[src/rtl/xor_accum_n.sv]
// XOR datapath with a running XOR accumulator, valid/ready handshake and 1-cycle latency.
// Optional registered parity output is enabled by defining XOR_ACCUM_PARITY_EN.
module xor_accum_n #(
  parameter int unsigned WIDTH = 8,
  parameter int unsigned CNT_W = 8
) (
  input  logic             clk,
  input  logic             rst,
  input  logic             in_valid,
  output logic             in_ready,
  input  logic [1:0]       mode,
  input  logic [WIDTH-1:0] a,
  input  logic [WIDTH-1:0] b,
  output logic             out_valid,
  input  logic             out_ready,
  output logic [WIDTH-1:0] y,
`ifdef XOR_ACCUM_PARITY_EN
  output logic             parity,
`endif
  output logic [CNT_W-1:0] acc_cnt
);

  localparam int unsigned NSLICE  = WIDTH / 4;
  localparam logic [CNT_W-1:0] CNT_MAX = '1;

  typedef enum logic [1:0] {
    MODE_XOR  = 2'b00,
    MODE_ACC  = 2'b01,
    MODE_LOAD = 2'b10,
    MODE_CLR  = 2'b11
  } mode_t;

  typedef enum logic {
    EMPTY = 1'b0,
    FULL  = 1'b1
  } state_t;

  state_t           state;
  logic [WIDTH-1:0] acc;
  logic [WIDTH-1:0] ab_x;
  logic [WIDTH-1:0] acc_x;
  logic [WIDTH-1:0] y_nxt;
  logic [WIDTH-1:0] acc_nxt;
  logic [CNT_W-1:0] cnt_nxt;
  logic             accept;

  // Quad-XOR slices: operand fold and accumulator fold, 4 bits each
  for (genvar s = 0; s < NSLICE; s++) begin : g_slice
    assign ab_x[4*s +: 4]  = a[4*s +: 4] ^ b[4*s +: 4];
    assign acc_x[4*s +: 4] = acc[4*s +: 4] ^ ab_x[4*s +: 4];
  end

  assign out_valid = (state == FULL);
  assign in_ready  = !out_valid || out_ready;
  assign accept    = in_valid && in_ready;

  always_comb begin
    y_nxt   = ab_x;
    acc_nxt = acc;
    cnt_nxt = acc_cnt;
    case (mode_t'(mode))
      MODE_XOR: begin
        y_nxt = ab_x;
      end
      MODE_ACC: begin
        acc_nxt = acc_x;
        y_nxt   = acc_x;
        cnt_nxt = (acc_cnt == CNT_MAX) ? acc_cnt : acc_cnt + CNT_W'(1);
      end
      MODE_LOAD: begin
        acc_nxt = ab_x;
        y_nxt   = ab_x;
        cnt_nxt = CNT_W'(1);
      end
      MODE_CLR: begin
        acc_nxt = '0;
        y_nxt   = '0;
        cnt_nxt = '0;
      end
      default: ;
    endcase
  end

  // Output FSM and result registers; reset drops any pending or incoming word
  always_ff @(posedge clk) begin
    if (rst) begin
      state   <= EMPTY;
      y       <= '0;
      acc     <= '0;
      acc_cnt <= '0;
`ifdef XOR_ACCUM_PARITY_EN
      parity  <= 1'b0;
`endif
    end else begin
      case (state)
        EMPTY: if (accept) state <= FULL;
        FULL:  if (!accept && out_ready) state <= EMPTY;
        default: state <= EMPTY;
      endcase
      if (accept) begin
        y       <= y_nxt;
        acc     <= acc_nxt;
        acc_cnt <= cnt_nxt;
`ifdef XOR_ACCUM_PARITY_EN
        parity  <= ^y_nxt;
`endif
      end
    end
  end

endmodule

[config.mk]
export PLATFORM = sky130hd
export DESIGN_NAME = xor_accum_n
export DESIGN_NICKNAME = d
export VERILOG_FILES = /design/src/rtl/xor_accum_n.sv
export SDC_FILE = /design/constraint.sdc
export NUM_CORES = 1
export LEC_CHECK = 0
export CAP_MARGIN = 20
export CELL_PAD_IN_SITES_DETAIL_PLACEMENT = 1
export CELL_PAD_IN_SITES_GLOBAL_PLACEMENT = 2
export CORE_UTILIZATION = 28
export CTS_CLUSTER_SIZE = 30
export DETAILED_ROUTE_END_ITERATION = 10
export PLACE_DENSITY_LB_ADDON = 0.3
export SYNTH_ARGS = -nofsm -noshare
export SYNTH_HDL_FRONTEND = slang
export SYNTH_SLANG_ARGS = --single-unit
[constraint.sdc]
create_clock -name clk -period 2 [get_ports clk]
set_input_delay 0.5 -clock clk [delete_from_list [all_inputs] [get_ports clk]]
set_output_delay 0.5 -clock clk [all_outputs]
set_load 0.01 [all_outputs]
==> results of run 1 <==
## layer usage
metal  track usage, %  wire length [um]  up-vias
met1             21.3              2250      786
met4             4.04                49        0
met5                0                 0        -
met3             2.99               145        6
met2             33.0              2610       31
li1                 -                 -      771
## sequential cells by signal, summed over array words and instances, names as in the netlist
signal	flops
acc	8
y	8
acc_cnt	8
out_valid	1
## final timing paths
| check | depth (start not counted) | from | endpoint |
|---|---|---|---|
| setup / recovery | 6 | mode[0] | acc[4]$_SDFFE_PP0P_ |
| hold / removal | 2 | y[7]$_SDFFE_PP0P_ | y[7]$_SDFFE_PP0P_ |
| hold reg to reg | 2 | y[7]$_SDFFE_PP0P_ | y[7]$_SDFFE_PP0P_ |
| setup reg to reg | 5 | acc_cnt[1]$_SDFFE_PP0P_ | acc_cnt[0]$_SDFFE_PP0P_ |
## timing repair
action / CTS / global route
resized for setup: 1 / 0
setup endpoints to repair: 1 / 0
hold buffers: 0 / 0
## stage by stage
stage / setup TNS [ns] / cells / power, W / hold WS (ns)
floorplan: 0 / 179 / 0.000730 / 0.510
global placement: -1.28 / 288 / 0.000862 / 0.486
detailed placement: -2.35 / 288 / 0.000878 / 0.493
CTS: 0 / 292 / 0.00121 / 0.509
global route: 0 / 292 / 0.00126 / 0.525
finish: 0 / 292 / 0.00120 / 0.504
## layout make-up
cell class,instances,area [um2],area share (%)
Sequential cell,25,500,23.8
Tap cell,70,87.6,4.17
Inverter,3,11.3,0.536
Clock buffer,3,41.3,1.97
Timing Repair Buffer,54,527,25.1
Multi-Input combinational cell,136,926,44.1
Clock inverter,1,7.51,0.357
## cells in the mapped netlist, types with 2 or more instances
library cell | count | share of area, %
clkbuf_1 | 5 | 1.2
a31o_2 | 2 | 1.1
nand4_1 | 6 | 2.4
nand3_1 | 2 | 0.65
dfxtp_1 | 25 | 32
nor3_1 | 8 | 2.6
mux2_2 | 4 | 2.9
o211a_1 | 2 | 1.3
o2111ai_1 | 4 | 2.3
a21oi_1 | 9 | 2.9
o21a_1 | 4 | 1.9
nand4b_1 | 4 | 2.3
or4_1 | 7 | 3.4
and3_1 | 5 | 2.0
o31ai_1 | 4 | 1.9
a31oi_1 | 4 | 1.6
o21ai_0 | 2 | 0.65
inv_1 | 3 | 0.73
buf_2 | 2 | 0.65
nand3b_1 | 3 | 1.5
xnor2_1 | 8 | 4.5
nand2_1 | 7 | 1.7
nor2_1 | 18 | 4.4
or3_1 | 5 | 2.0
buf_4 | 3 | 1.5
or2_2 | 3 | 1.2
a311oi_1 | 8 | 4.5
## power breakdown
group	switching, W	internal (W)
clock	0.000189	0.000142
sequential	0.0000250	0.000528
combinational	0.000149	0.000162
## kinds of logic after synthesis
logic type | count (synthesis) | share of synthesized area (%)
adders and majority gates | 1 | 0.812
xor gates and xnor gates | 8 | 4.55
and+or+nand+nor | 79 | 30.5
DFF | 25 | 32.5
AOI/OAI and AO/OA | 44 | 21.3
muxes | 4 | 2.92
buffers and inverters | 18 | 7.47
## worst max-delay path: stages
cell	delay (ns)
clkdlybuf4s50_1	0.59
nor2b_1	0.23
nand3_2	0.14
buf_4	0.19
or3_1	0.32
a21oi_1	0.15
==> metrics.txt, run 1 <==
initial antenna violation count 0; number of synthesized flops with an enable pin 0; # diodes 0; Post-CTS Setup Bufs 0; Std-Cell Rows 26; CTS tree built; vias per cell 5.46; Worst VDD drop 0.343 mV; count of final hold-check violations 0; clock buffer count from CTS 3; DIE AREA 5810 um2; number of clock sinks 25; normalized max-slew margin 72.8%; Setup Viol. Count Final 0; # port buffers 39; Post-synth top flop dfxtp_1; area of the core 5200 um2; R2R setup slack 0.13 ns; Tcrit/Tclk final 95.7%; crit start category input pin; Worst-path clk slew 0.11 ns; Mean Syn Cell Area 8.61 um2; synthesized area 1540 um2; drt drc 0; setup ws final 0.0864 ns; Crit path arrival time 2.13 ns; layout cells sized above 1 15.3%; Mapped Cells 179; clock latency on the worst-skew pair 0.28 ns; Crit Path Max Fanout 7; post-route design area 2100 um2; unrepaired setup endpoints after global routing no; Max Buffers Root-to-Sink 2; Die Y-Extent 76.2 um; DR iter-0 viols 48; Max Cap Viol 0; most frequent cells in the layout clkdlybuf4s50_1 (38), dfxtp_1 (25), nor2_1 (18); Avg WL per Cell 17.3 um; Cell Pwr Density 569 nW/um2; largest net degree at the start of global routing 31; depth of the CTS H-tree 1; Slew Limit Fails 0; Hold Crit Class reg2reg; Vias 1,594; drt pass-1 iters 4; Pleak 0.755 nW; global-route wire length before repair 8.37 mm; Worst Path Required 2.22 ns; Layout Utilization 40.4%; HPWL Detailed 3.81 mm; FMAX 523 MHz; placed instance area 2050 um2; Worst Tran Pin Value 0.404 ns; post-synthesis sequential area ratio 32.5%; Area growth syn-to-layout 36.3%; synthesis warning total 0; min Tclk post-route 1.91 ns; Yosys reg bits 25; Setup WS pre-CTS -0.222 ns; final wirelength 5.06 mm; commonest non-fill, non-tap cell in the layout clkdlybuf4s50_1; outcome finished, final reports clean; Congestion Overflow GR 0; Async SR Flop Fraction 0%; Total GRT Usage 17.8%; Placer Congestion 0.808; starting density of the core 29.6%; antenna-violating nets left 0; Root Buffer clkbuf_8; DIE WIDTH 76.2 um; Layout Skew 0.0100 ns; Synth Net Count 202; Net count, final 246; count of different cell masters after synthesis 49; number of global-route vias before repair 1,705; fill count 640; kind of critical path in2reg; Ports 40; crit end category flop
Power figures use the tool's default switching activity.
==> run 2, diff against run 1 <==
==> constraint.sdc (replaced) <==
create_clock -name clk -period 2 [get_ports clk]
set_input_delay 0.2 -clock clk [delete_from_list [all_inputs] [get_ports clk]]
set_output_delay 0.2 -clock clk [all_outputs]
set_load 0.01 [all_outputs]
==> run 2 against run 1 <==
Net effect: count of clock-buffer cells in the layout up 1; core utilization down 0.67 points; final area down 1.7%; largest power group unchanged; highest routed layer unchanged.
==> metrics.txt, run 2 (same netlist as run 1, synthesis figures left out) <==
outcome finished, final reports clean (unchanged); WL met1 2.20 mm (was 2.25 mm); crit start category flop (was input pin); area of the core 5200 um2 (unchanged); TNS Setup 0 ns (unchanged); clock buffer count from CTS 3 (unchanged); Highest Signal Layer met4 (unchanged); Congestion Overflow GR 0 (unchanged); starting density of the core 29.6% (unchanged); Avg WL per Cell 15.9 um (was 17.3 um); Worst Hold Depth 2 (unchanged); crit end category flop (unchanged); drt drc 0 (unchanged); Crit path arrival time 2.00 ns (was 2.13 ns); Pleak 0.744 nW (was 0.755 nW); Layout Utilization 39.7% (was 40.4%); crit-path cells ha_1, nand4_2, or2_4, or4_1, o221ai_1 (was clkdlybuf4s50_1, nor2b_1, nand3_2, buf_4, or3_1, a21oi_1); # diodes 0 (unchanged); min Tclk post-route 1.80 ns (was 1.91 ns); number of global-route vias before repair 1,636 (was 1,705); Root Buffer clkbuf_8 (unchanged); Slew Limit Fails 0 (unchanged); DIE AREA 5810 um2 (unchanged); drt pass-1 iters 4 (unchanged); DR iter-0 viols 59 (was 48); Placer Congestion 0.847 (was 0.808); layout cells sized above 1 14.5% (was 15.3%); Worst Path Required 2.20 ns (was 2.22 ns); Vias 1,591 (was 1,594); Setup Viol. Count Final 0 (unchanged); Pwr Total 0.00117 W (was 0.00120 W); CTS tree built (unchanged); Area growth syn-to-layout 34.0% (was 36.3%); CP max-delay cell dfxtp_1 (was clkdlybuf4s50_1); global-route wire length before repair 7.98 mm (was 8.37 mm); fill count 627 (was 640); Std-Cell Rows 26 (unchanged); commonest non-fill, non-tap cell in the layout clkdlybuf4s50_1 (unchanged); Max Buffers Root-to-Sink 2 (unchanged); Worst Tran Pin Value 0.464 ns (was 0.404 ns); Net count, final 245 (was 246); DIE WIDTH 76.2 um (unchanged); Layout Skew 0.00112 ns (was 0.0100 ns); final wirelength 4.64 mm (was 5.06 mm); most frequent cells in the layout clkdlybuf4s50_1 (39), dfxtp_1 (25), nor2_1 (18) (was clkdlybuf4s50_1 (38), dfxtp_1 (25), nor2_1 (18)); antenna-violating nets left 0 (unchanged); Crit Path Max Fanout 7 (unchanged); number of clock sinks 25 (unchanged); HPWL Detailed 3.50 mm (was 3.81 mm); Tcrit/Tclk final 90.1% (was 95.7%); Largest regs acc x8, acc_cnt x8, y x8 (unchanged); Post-CTS Setup Bufs 0 (unchanged); Ports 40 (unchanged); setup ws final 0.199 ns (was 0.0864 ns); DR WL met2 2.31 mm (was 2.61 mm); depth of the CTS H-tree 1 (unchanged); critical path's largest stage delay 0.44 ns (was 0.59 ns); # port buffers 39 (unchanged); normalized max-slew margin 69.0% (was 72.8%); hold buffer count at cts 0 (unchanged); Worst VDD drop 0.209 mV (was 0.343 mV); largest net degree at the start of global routing 17 (was 31); clock latency on the worst-skew pair 0.27 ns (was 0.28 ns); Max Cap Viol 0 (unchanged); r2r worst-path depth 5 (unchanged); Cell Pwr Density 567 nW/um2 (was 569 nW/um2); kind of critical path reg2reg (was in2reg); count of final hold-check violations 0 (unchanged); unrepaired setup endpoints after global routing no (unchanged); initial antenna violation count 0 (unchanged); # resized after CTS 0 (was 1); Die Y-Extent 76.2 um (unchanged); Setup WS pre-CTS 0.0188 ns (was -0.222 ns); vias per cell 5.47 (was 5.46); FMAX 555 MHz (was 523 MHz); Total GRT Usage 16.6% (was 17.8%); met3 WL 108 um (was 145 um); Worst-path clk slew 0.09 ns (was 0.11 ns); Hold Crit Class reg2reg (unchanged)
## run 2: power by group
part | leakage [nW] | switching (W) | total (W) | internal [W]
Sequential | 0.205 | 0.0000241 | 0.000552 | 0.000528
Combinational | 0.516 | 0.000144 | 0.000300 | 0.000156
Clock | 0.0228 | 0.000175 | 0.000318 | 0.000143
Total | 0.744 | 0.000343 | 0.00117 | 0.000828
## run 2: final cells by class
| class | count | area (um2) | area share [%] |
|---|---|---|---|
| clock buffer | 4 | 45.0 | 2.18 |
| inverter | 3 | 11.3 | 0.545 |
| multi-input combinational | 136 | 926 | 44.8 |
| sequential | 25 | 500 | 24.2 |
| tap | 70 | 87.6 | 4.24 |
| timing repair buffer | 53 | 495 | 24.0 |
## run 2: path summary, 6_finish.rpt
kind / startpoint / end / slack, ns
worst max register to register: acc_cnt[0]$_SDFFE_PP0P_ / acc_cnt[0]$_SDFFE_PP0P_ / 0.20
worst min register to register: y[0]$_SDFFE_PP0P_ / y[0]$_SDFFE_PP0P_ / 0.50
worst min-delay path: y[0]$_SDFFE_PP0P_ / y[0]$_SDFFE_PP0P_ / 0.50
worst max-delay path: acc_cnt[0]$_SDFFE_PP0P_ / acc_cnt[0]$_SDFFE_PP0P_ / 0.20
## run 2: metrics by stage
stage               cells  instance area [um2]  hold slack (ns)
finish                291                 2070            0.499
global route          291                 2070            0.545
CTS                   291                 2070            0.507
detailed placement    287                 2020            0.492
global placement      287                 2020            0.487
floorplan             179                 1540            0.383
## run 2: worst max-delay path: cells and delay by family (launching register included)
family          cells  cell delay [ns]
simple gates        3             0.87
flops               1             0.44
fa+ha+maj           1             0.34
compound gates      1             0.07
## run 2: routing by layer
metal / global-route usage (%) / vias to the layer above
met3: 2.40 / 4
li1: - / 769
met4: 4.62 / 0
met1: 22.2 / 790
met2: 27.8 / 28
met5: 0 / -
==> run 3, diff against run 2 <==
- MAX_ROUTING_LAYER: unset -> met4
- SKIP_CTS_REPAIR_TIMING: unset -> 1
==> run 3 against run 2 <==
Net effect: power is 0.20% higher; maximum frequency is 0.27% higher; clock skew is 0.00051 ns higher; routed wire length is 0.65% higher; first-iteration DRC count is 5.1% lower; core utilization stayed put; clock power hardly changed; combinational power hardly changed; setup slack better by 0.0049 ns; critical path depth stayed put; critical path type unchanged.
==> metrics.txt, run 3 (same netlist as run 1, synthesis figures left out) <==
unrepaired setup endpoints after global routing no (unchanged); commonest non-fill, non-tap cell in the layout clkdlybuf4s50_1 (unchanged); Tcrit/Tclk final 89.8% (was 90.1%); number of global-route vias before repair 1,637 (was 1,636); min-delay src y[0]$_SDFFE_PP0P_ (unchanged); normalized max-slew margin 69.0% (about the same); crit-path cells ha_1, nand4_2, or2_4, or4_1, o221ai_1 (unchanged); Max Cap Viol 0 (unchanged); kind of critical path reg2reg (unchanged); DIE AREA 5810 um2 (unchanged); fill count 627 (unchanged); R2R Path Start acc_cnt[0]$_SDFFE_PP0P_ (unchanged); setup ws final 0.204 ns (was 0.199 ns); Largest regs acc x8, acc_cnt x8, y x8 (unchanged); CP max-delay cell dfxtp_1 (unchanged); crit start category flop (unchanged); Hold EP y[0]$_SDFFE_PP0P_ (unchanged); Comb power frac 25.6% (about the same); Congestion Overflow GR 0 (unchanged); dominant delay contributor by cell family on the critical path simple AND/OR/NAND/NOR gates (unchanged); Sw Ratio 29.4% (was 29.3%); most frequent cells in the layout clkdlybuf4s50_1 (39), dfxtp_1 (25), nor2_1 (18) (unchanged); Cell Pwr Density 568 nW/um2 (was 567 nW/um2); clock buffer count from CTS 3 (unchanged); Setup WS pre-CTS 0.0188 ns (unchanged); antenna-violating nets left 0 (unchanged); Setup Viol. Count Final 0 (unchanged); drt pass-1 iters 4 (unchanged); critical path's largest stage delay 0.44 ns (about the same); area of the core 5200 um2 (unchanged); starting density of the core 29.6% (unchanged); Placer Congestion 0.861 (was 0.847); Net count, final 245 (unchanged); r2r worst-path depth 5 (unchanged); # diodes 0 (unchanged); Worst VDD drop 0.210 mV (was 0.209 mV); Multi-input gate area 926 um2 (unchanged); clock power share 27.3% (was 27.2%); P_int 0.000828 W (about the same); Pleak 0.744 nW (unchanged); FMAX 557 MHz (was 555 MHz); layout cells sized above 1 14.5% (unchanged); Max Buffers Root-to-Sink 2 (unchanged); drt drc 0 (unchanged); Total GRT Usage 17.1% (was 16.6%); CTS tree built (unchanged); clock latency on the worst-skew pair 0.27 ns (about the same); Worst-path clk slew 0.10 ns (was 0.09 ns); Vias 1,586 (was 1,591); Die Y-Extent 76.2 um (unchanged); min Tclk post-route 1.80 ns (about the same); number of clock sinks 25 (unchanged); HPWL Detailed 3.50 mm (unchanged); depth of the CTS H-tree 1 (unchanged); Crit Path Max Fanout 7 (unchanged); final wirelength 4.67 mm (was 4.64 mm); Layout Skew 0.00163 ns (was 0.00112 ns); Worst Tran Pin Value 0.464 ns (about the same); Ports 40 (unchanged); initial antenna violation count 0 (unchanged); # port buffers 39 (unchanged); vias per cell 5.45 (was 5.47); largest net degree at the start of global routing 17 (unchanged); Root Buffer clkbuf_8 (unchanged); Area growth syn-to-layout 34.0% (unchanged); Seq pwr share 47.1% (was 47.2%); Hold Crit Class reg2reg (unchanged); outcome finished, final reports clean (unchanged); Worst Path Required 2.20 ns (about the same); Crit path arrival time 2.00 ns (about the same); DIE WIDTH 76.2 um (unchanged); Avg WL per Cell 16.0 um (was 15.9 um); crit path buf inv count 0 (unchanged); net switching power 0.000345 W (was 0.000343 W); global-route wire length before repair 7.96 mm (was 7.98 mm); Crit. path cell count 5 (unchanged); Std-Cell Rows 26 (unchanged); R2R Path End acc_cnt[0]$_SDFFE_PP0P_ (unchanged); TNS Setup 0 ns (unchanged); crit end category flop (unchanged); R2R setup slack 0.20 ns (about the same); Slew Limit Fails 0 (unchanged); Worst Hold Depth 2 (unchanged); DR iter-0 viols 56 (was 59); count of final hold-check violations 0 (unchanged); FF+latch area 500 um2 (unchanged)
## run 3: power groups by stage
stage | sequential, W | combinational [W] | clock [W]
final | 0.000553 | 0.000300 | 0.000320
after global routing | 0.000557 | 0.000329 | 0.000356
after floorplan | 0.000567 | 0.000163 | 0
after global placement | 0.000562 | 0.000291 | 0
after detailed placement | 0.000564 | 0.000301 | 0
after CTS | 0.000553 | 0.000302 | 0.000336
## run 3: area by class of cell
type / instances / area share (%)
well taps: 70 / 4.24
inverters: 3 / 0.545
clock buffers: 4 / 2.18
multi-input cells: 136 / 44.8
repair buffers: 53 / 24.0
flip-flops and latches: 25 / 24.2
## run 3: worst max path at each step
stage	slack, ns	endpoint	start
after floorplan	0.35	acc_cnt[0]$_SDFFE_PP0P_	acc_cnt[1]$_SDFFE_PP0P_
after global placement	0.1	acc_cnt[2]$_SDFFE_PP0P_	mode[0]
after detailed placement	0.02	acc_cnt[4]$_SDFFE_PP0P_	mode[0]
after CTS	0.22	acc_cnt[0]$_SDFFE_PP0P_	acc_cnt[0]$_SDFFE_PP0P_
after global routing	0.12	acc_cnt[0]$_SDFFE_PP0P_	acc_cnt[0]$_SDFFE_PP0P_
final	0.20	acc_cnt[0]$_SDFFE_PP0P_	acc_cnt[0]$_SDFFE_PP0P_
## run 3: per-layer routing
metal  up-vias  part of all wire, %  GRT usage, %
li1        767                    -             -
met5         -                    0             -
met1       782                   47          22.1
met4         0                 0.51          4.62
met2        35                   49          27.8
met3         2                  3.1          2.40
## run 3: through the flow
stage / util (%) / std cells / cell area (um2) / total power (W) / hold slack, ns
after floorplan: - / 179 / 1540 / 0.000730 / 0.383
after global placement: 38.8 / 287 / 2020 / 0.000853 / 0.487
after detailed placement: 38.8 / 287 / 2020 / 0.000865 / 0.492
after CTS: 39.7 / 291 / 2070 / 0.00119 / 0.507
after global routing: 39.7 / 291 / 2070 / 0.00124 / 0.545
final: 39.7 / 291 / 2070 / 0.00117 / 0.499
## run 3: tightest hold or removal path, stage by stage, from the launching register on
cell,delay (ns)
dfxtp_1,0.32
nor2_1,0.09
nor3_1,0.05
==> patch (settings of run 1) <==
Add a define of `XOR_ACCUM_PARITY_EN`.
--- a/src/rtl/xor_accum_n.sv
+++ b/src/rtl/xor_accum_n.sv
@@ -1,5 +1,7 @@
 // XOR datapath with a running XOR accumulator, valid/ready handshake and 1-cycle latency.
 // Optional registered parity output is enabled by defining XOR_ACCUM_PARITY_EN.
+`define XOR_ACCUM_PARITY_EN
+
 module xor_accum_n #(
   parameter int unsigned WIDTH = 8,
   parameter int unsigned CNT_W = 8
Check against the original RTL (old outputs only; new: parity): equivalent (equiv_simple and equiv_induct, registers matched by name and starting in step).
==> patch against run 1 <==
Routed wire length is 13% lower. Sequential cell count is 1 higher. Maximum frequency is 0.45% higher. Register-to-register slack improved by 0.07 ns. Cell count is 18% higher. Area after synthesis is 1.6% lower. Design area is 22% higher. Sequential power up 4.9%. Setup slack better by 0.0086 ns. Power rose by 32%. Largest power group unchanged.
==> patch: results (changes against run 1) <==
- Sorting the synthesized cells by how often they occur yields sky130_fd_sc_hd__nor2_1 (44), sky130_fd_sc_hd__dfxtp_1 (26), sky130_fd_sc_hd__xnor2_1 (20).
- The placed cell count was 336 (+17%).
- The via-per-instance ratio is 4.79 (-12%).
- The startpoint of the tightest hold check path is y[2].
- The maximum fanout along the worst path is 4 (-3).
- The synthesized net count is 220 (+8.9%).
- The met2 layer usage reported by global route is 27.7% (-5.3 points).
- The peak per-stage delay on the critical path is 0.44 ns (-0.15 ns).
- The final estimated routing congestion in global placement is 0.706 (-13%).
- The internal power is 1.13 mW (+36%).
- Tracing the worst setup path back leads to its startpoint at b[0].
- The fraction of layout instances using a drive strength above 1 is 26.8% (+11 points).
- The overall track demand over capacity in global routing is 16.1% (-1.7 points).
- The xor and xnor fraction of the mapped netlist area was 11.6% (+7.0 points).
- The met3 capacity usage during global routing is 3.97% (+0.97 points).
- The number of design-rule violations left by the first detailed-router iteration came to 35 (-27%).
- The sequential share of the synthesized area came to 34.3% (+1.9 points).
- The routed length per instance was 12.7 um (-27%).
- The quantity of I/O buffers inserted on ports is 40 (+2.6%).
- The routing usage on met1 was 20.1% (-1.1 points).
- The depth of the worst register-to-register path is 8 (+3).
- The proportion of synthesized area in mux cells is 0% (-2.9 points).
- The run finished with clean final reports.
- The number of distinct standard cells referenced by the synthesized netlist came to 29 (-41%).
- The clock-pin slew of the registers on the worst-case setup and hold paths is 0.09 ns (-0.02 ns).
- The number of nets in the finished design is 300 (+22%).
- The largest net degree at the start of global routing is 21 (-32%).
- The placed wire-length estimate is 3260 um (-14%).
- The worst reg-to-reg setup slack came to 0.20 ns (+0.07 ns).
- The post-synthesis compound-gate area fraction is 16.3% (-4.9 points).
- The leakage power figure is 1.15 nW (+52%).
- The arrival time reported for the critical path endpoint is 2.07 ns (-0.06 ns).
- The synthesized-area fraction occupied by adder cells came to 0.825% (+0.013 points).
patch: worst paths after layout:
kind	to
setup reg to reg	acc_cnt[7]
hold reg to reg	y[2]
hold / removal	y[2]
setup / recovery	parity
patch: cells by family (layout without fill, tap and decap cells):
family	after synthesis	count (layout)
AO/OA/AOI/OAI	40	40
XOR/XNOR	20	20
adder cells (fa/ha/maj)	1	1
buffers and inverters	13	92
flip-flops	26	26
AND/OR/NAND/NOR	97	97
patch: power by group through the flow:
stage | registers, mW | logic [mW] | clock network [mW]
2_1_floorplan | 0.598 | 0.248 | 0
3_3_place_gp | 0.589 | 0.478 | 0
3_5_place_dp | 0.591 | 0.490 | 0
4_1_cts | 0.579 | 0.494 | 0.468
5_1_grt | 0.584 | 0.599 | 0.492
6_report | 0.580 | 0.546 | 0.449
patch: through the flow:
step	setup slack (ns)	util [%]	cell area, um^2	hold slack [ns]	total power, mW
floorplan	0.199	-	1520	0.520	0.846
global placement	-0.390	43.9	2270	0.493	1.07
detailed placement	-0.456	43.9	2270	0.494	1.08
CTS	-0.107	45.5	2350	0.508	1.54
global route	-0.0137	49.4	2550	0.532	1.68
finish	0.0950	49.4	2550	0.503	1.57
patch: layer usage:
metal,vias up,wire length [um]
met5,-,0
met4,0,36
met3,4,110
met2,22,2190
met1,782,2050
li1,850,-
patch: what timing repair did:
action,in CTS,in global routing
pin swaps,2,26
gates resized for setup,3,36
endpoints found under the setup margin,2,1
buffers inserted,0,6
hold endpoints to repair,0,0
patch: tightest hold or removal path: stages, from the launching register on:
cell                       delay (ns)
sky130_fd_sc_hd__dfxtp_1         0.32
sky130_fd_sc_hd__nor2_1          0.10
sky130_fd_sc_hd__a211oi_1        0.05
patch: final cells by class:
| type | instances | share of cell area, % |
|---|---|---|
| well taps | 70 | 3.43 |
| clock inverters | 1 | 1.18 |
| inverters | 2 | 0.294 |
| clock buffers | 3 | 1.62 |
| repair buffers | 86 | 31.6 |
| flip-flops and latches | 26 | 20.4 |
| multi-input cells | 158 | 41.5 |
